**src/rtl/contador_faixa_pkg.sv**
```systemverilog
// Shared constants for the up/down range counter: direction and mode encodings, default widths.
// Imported by the interface, the top and the bench.
package contador_faixa_pkg;
   localparam logic DIR_UP      = 1'b1;
   localparam logic DIR_DOWN    = 1'b0;
   localparam logic MODE_WRAP   = 1'b1;
   localparam logic MODE_SAT    = 1'b0;
   localparam int   N_DEF       = 16;
   localparam int   PRESC_W_DEF = 8;
endpackage

```
**src/rtl/contador_faixa_if.sv**
```systemverilog
// Control/bound inputs and status outputs of the range counter, bundled with master/slave views.
// presc_div exists only when CONTADOR_FAIXA_PRESCALER_EN is defined.
interface contador_faixa_if #(
   parameter int N = contador_faixa_pkg::N_DEF
`ifdef CONTADOR_FAIXA_PRESCALER_EN
   , parameter int PRESC_W = contador_faixa_pkg::PRESC_W_DEF
`endif
);
   logic         clr;
   logic         ld;
   logic         ent;
   logic         enp;
   logic         up;
   logic [N-1:0] step;
   logic [N-1:0] D;
   logic [N-1:0] min_val;
   logic [N-1:0] max_val;
   logic         wrap;
`ifdef CONTADOR_FAIXA_PRESCALER_EN
   logic [PRESC_W-1:0] presc_div;
`endif
   logic [N-1:0] Q;
   logic         rco;
   logic         tc;
   logic         at_min;
   logic         at_max;
   logic         cfg_err;

   modport master (
`ifdef CONTADOR_FAIXA_PRESCALER_EN
      output presc_div,
`endif
      output clr, ld, ent, enp, up, step, D, min_val, max_val, wrap,
      input  Q, rco, tc, at_min, at_max, cfg_err
   );

   modport slave (
`ifdef CONTADOR_FAIXA_PRESCALER_EN
      input  presc_div,
`endif
      input  clr, ld, ent, enp, up, step, D, min_val, max_val, wrap,
      output Q, rco, tc, at_min, at_max, cfg_err
   );
endinterface

```
**src/rtl/contador_faixa_presc.sv**
```systemverilog
// Step prescaler: tick on the enabled cycle where the count equals div, then restart from 0.
// Dropping en freezes the count; clr or reset returns it to 0.
module contador_faixa_presc #(
   parameter int PRESC_W = 8
) (
   input  logic               clock,
   input  logic               reset,
   input  logic               en,
   input  logic               clr,
   input  logic [PRESC_W-1:0] div,
   output logic               tick
);
   logic [PRESC_W-1:0] cnt_q, cnt_d;

   assign tick = en && (cnt_q == div);

   always_comb begin
      cnt_d = cnt_q;
      if (clr)
         cnt_d = '0;
      else if (en)
         cnt_d = tick ? '0 : cnt_q + 1'b1;
   end

   always_ff @(posedge clock) begin
      if (reset)
         cnt_q <= '0;
      else
         cnt_q <= cnt_d;
   end
endmodule

```
**src/rtl/contador_faixa.sv**
```systemverilog
// Up/down range counter with programmable bounds, step and wrap/saturate; Q always lands in range.
// Optional step prescaler enabled by CONTADOR_FAIXA_PRESCALER_EN.
module contador_faixa
   import contador_faixa_pkg::*;
#(
   parameter int N = N_DEF
`ifdef CONTADOR_FAIXA_PRESCALER_EN
   , parameter int PRESC_W = PRESC_W_DEF
`endif
) (
   input  logic            clock,
   input  logic            reset,
   contador_faixa_if.slave bus
);
   logic [N-1:0] q_q, q_d;
   logic         tc_q, tc_d;
   logic [N-1:0] q_clamp, d_clamp, q_step, term;
   logic [N:0]   sum_e, lim_e;
   logic         cfg_err, ld_ok, en_cnt, tick, do_step;
   logic         wrapped, hit, pinned;

   assign cfg_err = bus.min_val > bus.max_val;
   assign ld_ok   = bus.ld && !cfg_err;
   assign en_cnt  = bus.ent && bus.enp && !cfg_err;
   assign pinned  = bus.min_val == bus.max_val;
   assign term    = (bus.up == DIR_UP) ? bus.max_val : bus.min_val;

`ifdef CONTADOR_FAIXA_PRESCALER_EN
   contador_faixa_presc #(.PRESC_W(PRESC_W)) u_presc (
      .clock (clock),
      .reset (reset),
      .en    (en_cnt && !bus.clr && !ld_ok),
      .clr   (bus.clr || ld_ok),
      .div   (bus.presc_div),
      .tick  (tick)
   );
`else
   assign tick = 1'b1;
`endif

   assign do_step = en_cnt && tick && (bus.step != '0);

   // Step arithmetic in N+1 bits so neither direction can silently wrap modulo 2^N.
   always_comb begin
      q_clamp = q_q;
      if (q_q < bus.min_val)
         q_clamp = bus.min_val;
      else if (q_q > bus.max_val)
         q_clamp = bus.max_val;

      d_clamp = bus.D;
      if (bus.D < bus.min_val)
         d_clamp = bus.min_val;
      else if (bus.D > bus.max_val)
         d_clamp = bus.max_val;

      sum_e   = {1'b0, q_clamp} + {1'b0, bus.step};
      lim_e   = {1'b0, bus.min_val} + {1'b0, bus.step};
      q_step  = q_clamp;
      wrapped = 1'b0;
      if (bus.up == DIR_UP) begin
         if (sum_e > {1'b0, bus.max_val}) begin
            q_step  = (bus.wrap == MODE_WRAP) ? bus.min_val : bus.max_val;
            wrapped = (bus.wrap == MODE_WRAP);
         end else begin
            q_step = sum_e[N-1:0];
         end
      end else begin
         if ({1'b0, q_clamp} < lim_e) begin
            q_step  = (bus.wrap == MODE_WRAP) ? bus.max_val : bus.min_val;
            wrapped = (bus.wrap == MODE_WRAP);
         end else begin
            q_step = q_clamp - bus.step;
         end
      end
      hit = q_step == term;
   end

   // A single-value range behaves as saturate: only arrival at the bound pulses tc.
   always_comb begin
      q_d  = q_q;
      tc_d = 1'b0;
      if (bus.clr) begin
         q_d = bus.min_val;
      end else if (ld_ok) begin
         q_d = d_clamp;
      end else if (do_step) begin
         q_d  = q_step;
         tc_d = (wrapped && !pinned) || (hit && (q_q != term));
      end
   end

   always_ff @(posedge clock) begin
      if (reset) begin
         q_q  <= '0;
         tc_q <= 1'b0;
      end else begin
         q_q  <= q_d;
         tc_q <= tc_d;
      end
   end

   assign bus.Q       = q_q;
   assign bus.tc      = tc_q;
   assign bus.rco     = bus.ent && (q_q == term);
   assign bus.at_min  = q_q == bus.min_val;
   assign bus.at_max  = q_q == bus.max_val;
   assign bus.cfg_err = cfg_err;
endmodule

```
**src/flat_wrapper.sv**
```systemverilog
// flat-port wrapper written by rule: the top's interface ports become plain ports
module contador_faixa_flat import contador_faixa_pkg::*;
#(
   parameter int N = N_DEF

)
  (clock, reset, bus_clr, bus_ld, bus_ent, bus_enp, bus_up, bus_step, bus_D, bus_min_val, bus_max_val, bus_wrap, bus_Q, bus_rco, bus_tc, bus_at_min, bus_at_max, bus_cfg_err);
  contador_faixa_if #(.N(N)) bus_i ();
  input  logic clock;
  input  logic reset;
  input wire logic [$bits(bus_i.clr)-1:0] bus_clr;
  input wire logic [$bits(bus_i.ld)-1:0] bus_ld;
  input wire logic [$bits(bus_i.ent)-1:0] bus_ent;
  input wire logic [$bits(bus_i.enp)-1:0] bus_enp;
  input wire logic [$bits(bus_i.up)-1:0] bus_up;
  input wire logic [$bits(bus_i.step)-1:0] bus_step;
  input wire logic [$bits(bus_i.D)-1:0] bus_D;
  input wire logic [$bits(bus_i.min_val)-1:0] bus_min_val;
  input wire logic [$bits(bus_i.max_val)-1:0] bus_max_val;
  input wire logic [$bits(bus_i.wrap)-1:0] bus_wrap;
  output wire logic [$bits(bus_i.Q)-1:0] bus_Q;
  output wire logic [$bits(bus_i.rco)-1:0] bus_rco;
  output wire logic [$bits(bus_i.tc)-1:0] bus_tc;
  output wire logic [$bits(bus_i.at_min)-1:0] bus_at_min;
  output wire logic [$bits(bus_i.at_max)-1:0] bus_at_max;
  output wire logic [$bits(bus_i.cfg_err)-1:0] bus_cfg_err;
  assign bus_i.clr = bus_clr;
  assign bus_i.ld = bus_ld;
  assign bus_i.ent = bus_ent;
  assign bus_i.enp = bus_enp;
  assign bus_i.up = bus_up;
  assign bus_i.step = bus_step;
  assign bus_i.D = bus_D;
  assign bus_i.min_val = bus_min_val;
  assign bus_i.max_val = bus_max_val;
  assign bus_i.wrap = bus_wrap;
  assign bus_Q = bus_i.Q;
  assign bus_rco = bus_i.rco;
  assign bus_tc = bus_i.tc;
  assign bus_at_min = bus_i.at_min;
  assign bus_at_max = bus_i.at_max;
  assign bus_cfg_err = bus_i.cfg_err;
  contador_faixa #(.N(N)) u_core (.clock(clock), .reset(reset), .bus(bus_i));
endmodule
```
**config.mk**
```make
export PLATFORM = sky130hd
export DESIGN_NAME = contador_faixa_flat
export DESIGN_NICKNAME = d
export VERILOG_FILES = /design/src/rtl/contador_faixa_pkg.sv /design/src/rtl/contador_faixa_if.sv /design/src/rtl/contador_faixa_presc.sv /design/src/rtl/contador_faixa.sv /design/src/flat_wrapper.sv
export SDC_FILE = /design/constraint.sdc
export NUM_CORES = 1
export LEC_CHECK = 0
export ABC_AREA = 1
export CORE_MARGIN = 8
export CORE_UTILIZATION = 55
export DETAILED_ROUTE_END_ITERATION = 7
export PLACE_DENSITY = 0.79
export SYNTH_ARGS = -nofsm -noshare
export SYNTH_HDL_FRONTEND = slang
export SYNTH_SLANG_ARGS = --single-unit
```
**constraint.sdc**
```tcl
create_clock -name clock -period 7.5 [get_ports clock]
set_input_delay 2.25 -clock clock [delete_from_list [all_inputs] [get_ports clock]]
set_output_delay 2.25 -clock clock [all_outputs]
set_load 0.01 [all_outputs]
```
==> flow_summary.json <==
{
  "ios": 93,
  "gp_congestion": 1.01,
  "fin_skew_ns": 0.00886,
  "yosys_warnings": 0,
  "top_layer": "met4",
  "core_um2": 14400,
  "synth_top_area_share_pct": 24.5,
  "ys_top_cells_by_area": "ha_1 25%, nand2_1 15%, inv_1 8.9%, o21ai_0 8.1%, a21oi_1 7.4%",
  "grt_pass1_wl_mm": 49.5,
  "grt_overflow": 0,
  "wl_met3_mm": 3.45,
  "synth-edff-count": 0,
  "clock_latency_ns": 0.26,
  "critical-path-slowest-cell": "ha_1",
  "numCtsBuffers": 3,
  "worstMarginPinSlew_ns": 1.05,
  "antenna_found_initial": 1,
  "arrival_ns": 7.51,
  "start_util_pct": 55.8,
  "path_class": "input pin to flip-flop",
  "outcome": "finished clean",
  "max_cap_violations": 0,
  "dieArea_um2": 18700,
  "clockBufferDepth": 2,
  "final_util_pct": 77.9,
  "seqPwrFrac_pct": 6.7,
  "dp_cells": 1764,
  "place_ws_ns": -0.588,
  "cp_common_cell": "nand2_1",
  "route.detailed.drc": 0,
  "routed_wl_mm": 33.5,
  "via_per_inst": 5.93,
  "p_sw_share_pct": 53.2,
  "die_h_um": 137,
  "p_sw_mw": 1.05,
  "worstPathRequired_ns": 7.70,
  "hold_path.class": "flip-flop to flip-flop",
  "synthFlopType": "dfxtp_1",
  "syn_inst": 1354,
  "yosysMostFrequentCell": "nand2_1",
  "cts_root_buf": "clkbuf_16",
  "p_comb_share_pct": 87.6,
  "cts_tree": "yes",
  "fin_crit_sh_pct": 97.4,
  "ant_nets": 0,
  "drive_gt1_share_pct": 21.5,
  "synth.cells.most_frequent": "315 x nand2_1, 189 x inv_1, 157 x ha_1",
  "peakVddDrop_uv": 119,
  "p_int_uw": 927,
  "die_x_um": 137,
  "num_rows": 44,
  "postSynth.asyncResetShare_pct": 0,
  "min_period_ns": 7.31,
  "hpwl_mm": 26.6,
  "drtIter0Drc": 1078,
  "finalNetCount": 1837,
  "fin_cells": 1789,
  "p_leak_nw": 5.98,
  "dr_total_vias": 10600,
  "maxSlewHeadroom_pct": 29.4,
  "htree_levels": 1,
  "clockPowerShare_pct": 5.7,
  "drt_pre_antenna_iters": 6,
  "cp_max_fo": 8,
  "syn-num-nets": 1586,
  "report.final.slew_viol_count": 0,
  "clk_pin_slew_worst_paths_ns": 0.06,
  "wl_met2_mm": 15.2,
  "power_density_nw_per_um2": 177,
  "grt_start_max_net_pins": 66,
  "yosysTopAreaCell": "ha_1",
  "wire_per_inst_um": 18.7,
  "cp-end-kind": "flip-flop",
  "port_buffers": 92,
  "ys_seq_area_share_pct": 4.25,
  "synth_seq_cells": 17,
  "cp-start-kind": "input pin",
  "syn2layout_area_growth_pct": 39.6,
  "yosysUniqueCellTypes": 44,
  "hold_buffers": 0,
  "finalHoldViolations": 0,
  "max_freq_mhz": 137,
  "grt_pass1_vias": 9720,
  "syn_avg_cell_area_um2": 5.92,
  "max_stage_delay_ns": 0.30,
  "clock-sinks": 17,
  "track_usage_pct": 33.4,
  "setup_ws_ns": 0.193,
  "final-setup-viol-count": 0,
  "syn-cell-area_um2": 8010,
  "m1WireLength_mm": 13.7
}
[flip-flops by register name (all words and copies together), names as in the netlist]
signal / flops
u_core.bus.Q: 16
u_core.bus.tc: 1
[final cells by class]
type                       instances  area, µm²
multi-input combinational       1101       7320
fill                            1130       3180
timing repair buffer             284       2470
inverter                         198        749
sequential                        17        340
tap                              184        230
clock buffer                       4       78.8
antenna                            1       2.50
[final timing paths]
kind                                                     from                            end  slack (ns)  depth (start not counted)
worst min-delay path            u_core.bus.Q[14]$_SDFFE_PP0P_  u_core.bus.Q[14]$_SDFFE_PP0P_        0.66                          2
worst max register to register  u_core.bus.Q[15]$_SDFFE_PP0P_       u_core.bus.tc$_SDFF_PP0_        1.81                         44
worst max-delay path                          bus_min_val[10]       u_core.bus.tc$_SDFF_PP0_        0.19                         46
worst min register to register  u_core.bus.Q[14]$_SDFFE_PP0P_  u_core.bus.Q[14]$_SDFFE_PP0P_        0.66                          2
[logic make-up after synthesis]
logic type / count (synthesis) / synth area share [%]
flip-flops: 17 / 4.25
XOR/XNOR: 47 / 5.14
AO/OA/AOI/OAI: 319 / 22.5
adder cells (fa/ha/maj): 160 / 25.3
buffers and inverters: 238 / 11.6
AND/OR/NAND/NOR: 573 / 31.2
[timing repair]
item | in CTS | in global routing
pin swaps | 9 | 45
cloned | 2 | 0
setup buffers | 7 | 11
endpoints found under the setup margin | 17 | 17
resized for setup | 39 | 147
[cells in the final DEF, fill, tap and decap left out, types with 38 or more instances in the layout]
master / synthesis / routed
nor2_1: 71 / 59
ha_1: 157 / 139
inv_1: 189 / 169
a21oi_1: 119 / 104
o21ai_0: 129 / 110
xor2_1: 42 / 38
clkdlybuf4s50_1: 0 / 58
buf_4: 1 / 187
nand2_1: 315 / 299
nand3_1: 119 / 109
[layer usage]
metal  vias up  track usage (%)
met5         -                0
met4         0             12.4
met3        87             3.41
met2       634             54.3
met1      4805             44.6
li1       5090                -
[per-stage QoR]
step | hold WS, ns | power (mW) | cell area (µm²) | TNS, ns
global placement | 0.624 | 1.58 | 10300 | -4.69
global route | 0.680 | 2.14 | 11200 | -0.899
detailed placement | 0.649 | 1.61 | 10300 | -7.33
CTS | 0.656 | 1.78 | 10500 | 0
finish | 0.661 | 1.98 | 11200 | 0
floorplan | 0.557 | 1.03 | 8010 | 0
[power by group through the flow]
| stage | Clock [mW] | Sequential, mW | Combinational, mW |
|---|---|---|---|
| 3_5_place_dp | 0 | 0.128 | 1.48 |
| 6_report | 0.114 | 0.132 | 1.74 |
| 4_1_cts | 0.111 | 0.126 | 1.55 |
| 5_1_grt | 0.115 | 0.132 | 1.89 |
| 3_3_place_gp | 0 | 0.127 | 1.45 |
| 2_1_floorplan | 0 | 0.122 | 0.908 |
[critical path: cells and delay by family]
kind | cells | cell delay, ns
XOR/XNOR | 1 | 0.15
AND/OR/NAND/NOR | 25 | 2.00
adder cells (fa/ha/maj) | 3 | 0.85
buffers and inverters | 10 | 1.18
AO/OA/AOI/OAI | 7 | 1.07
Note: power is estimated with default switching activity, not from simulation.
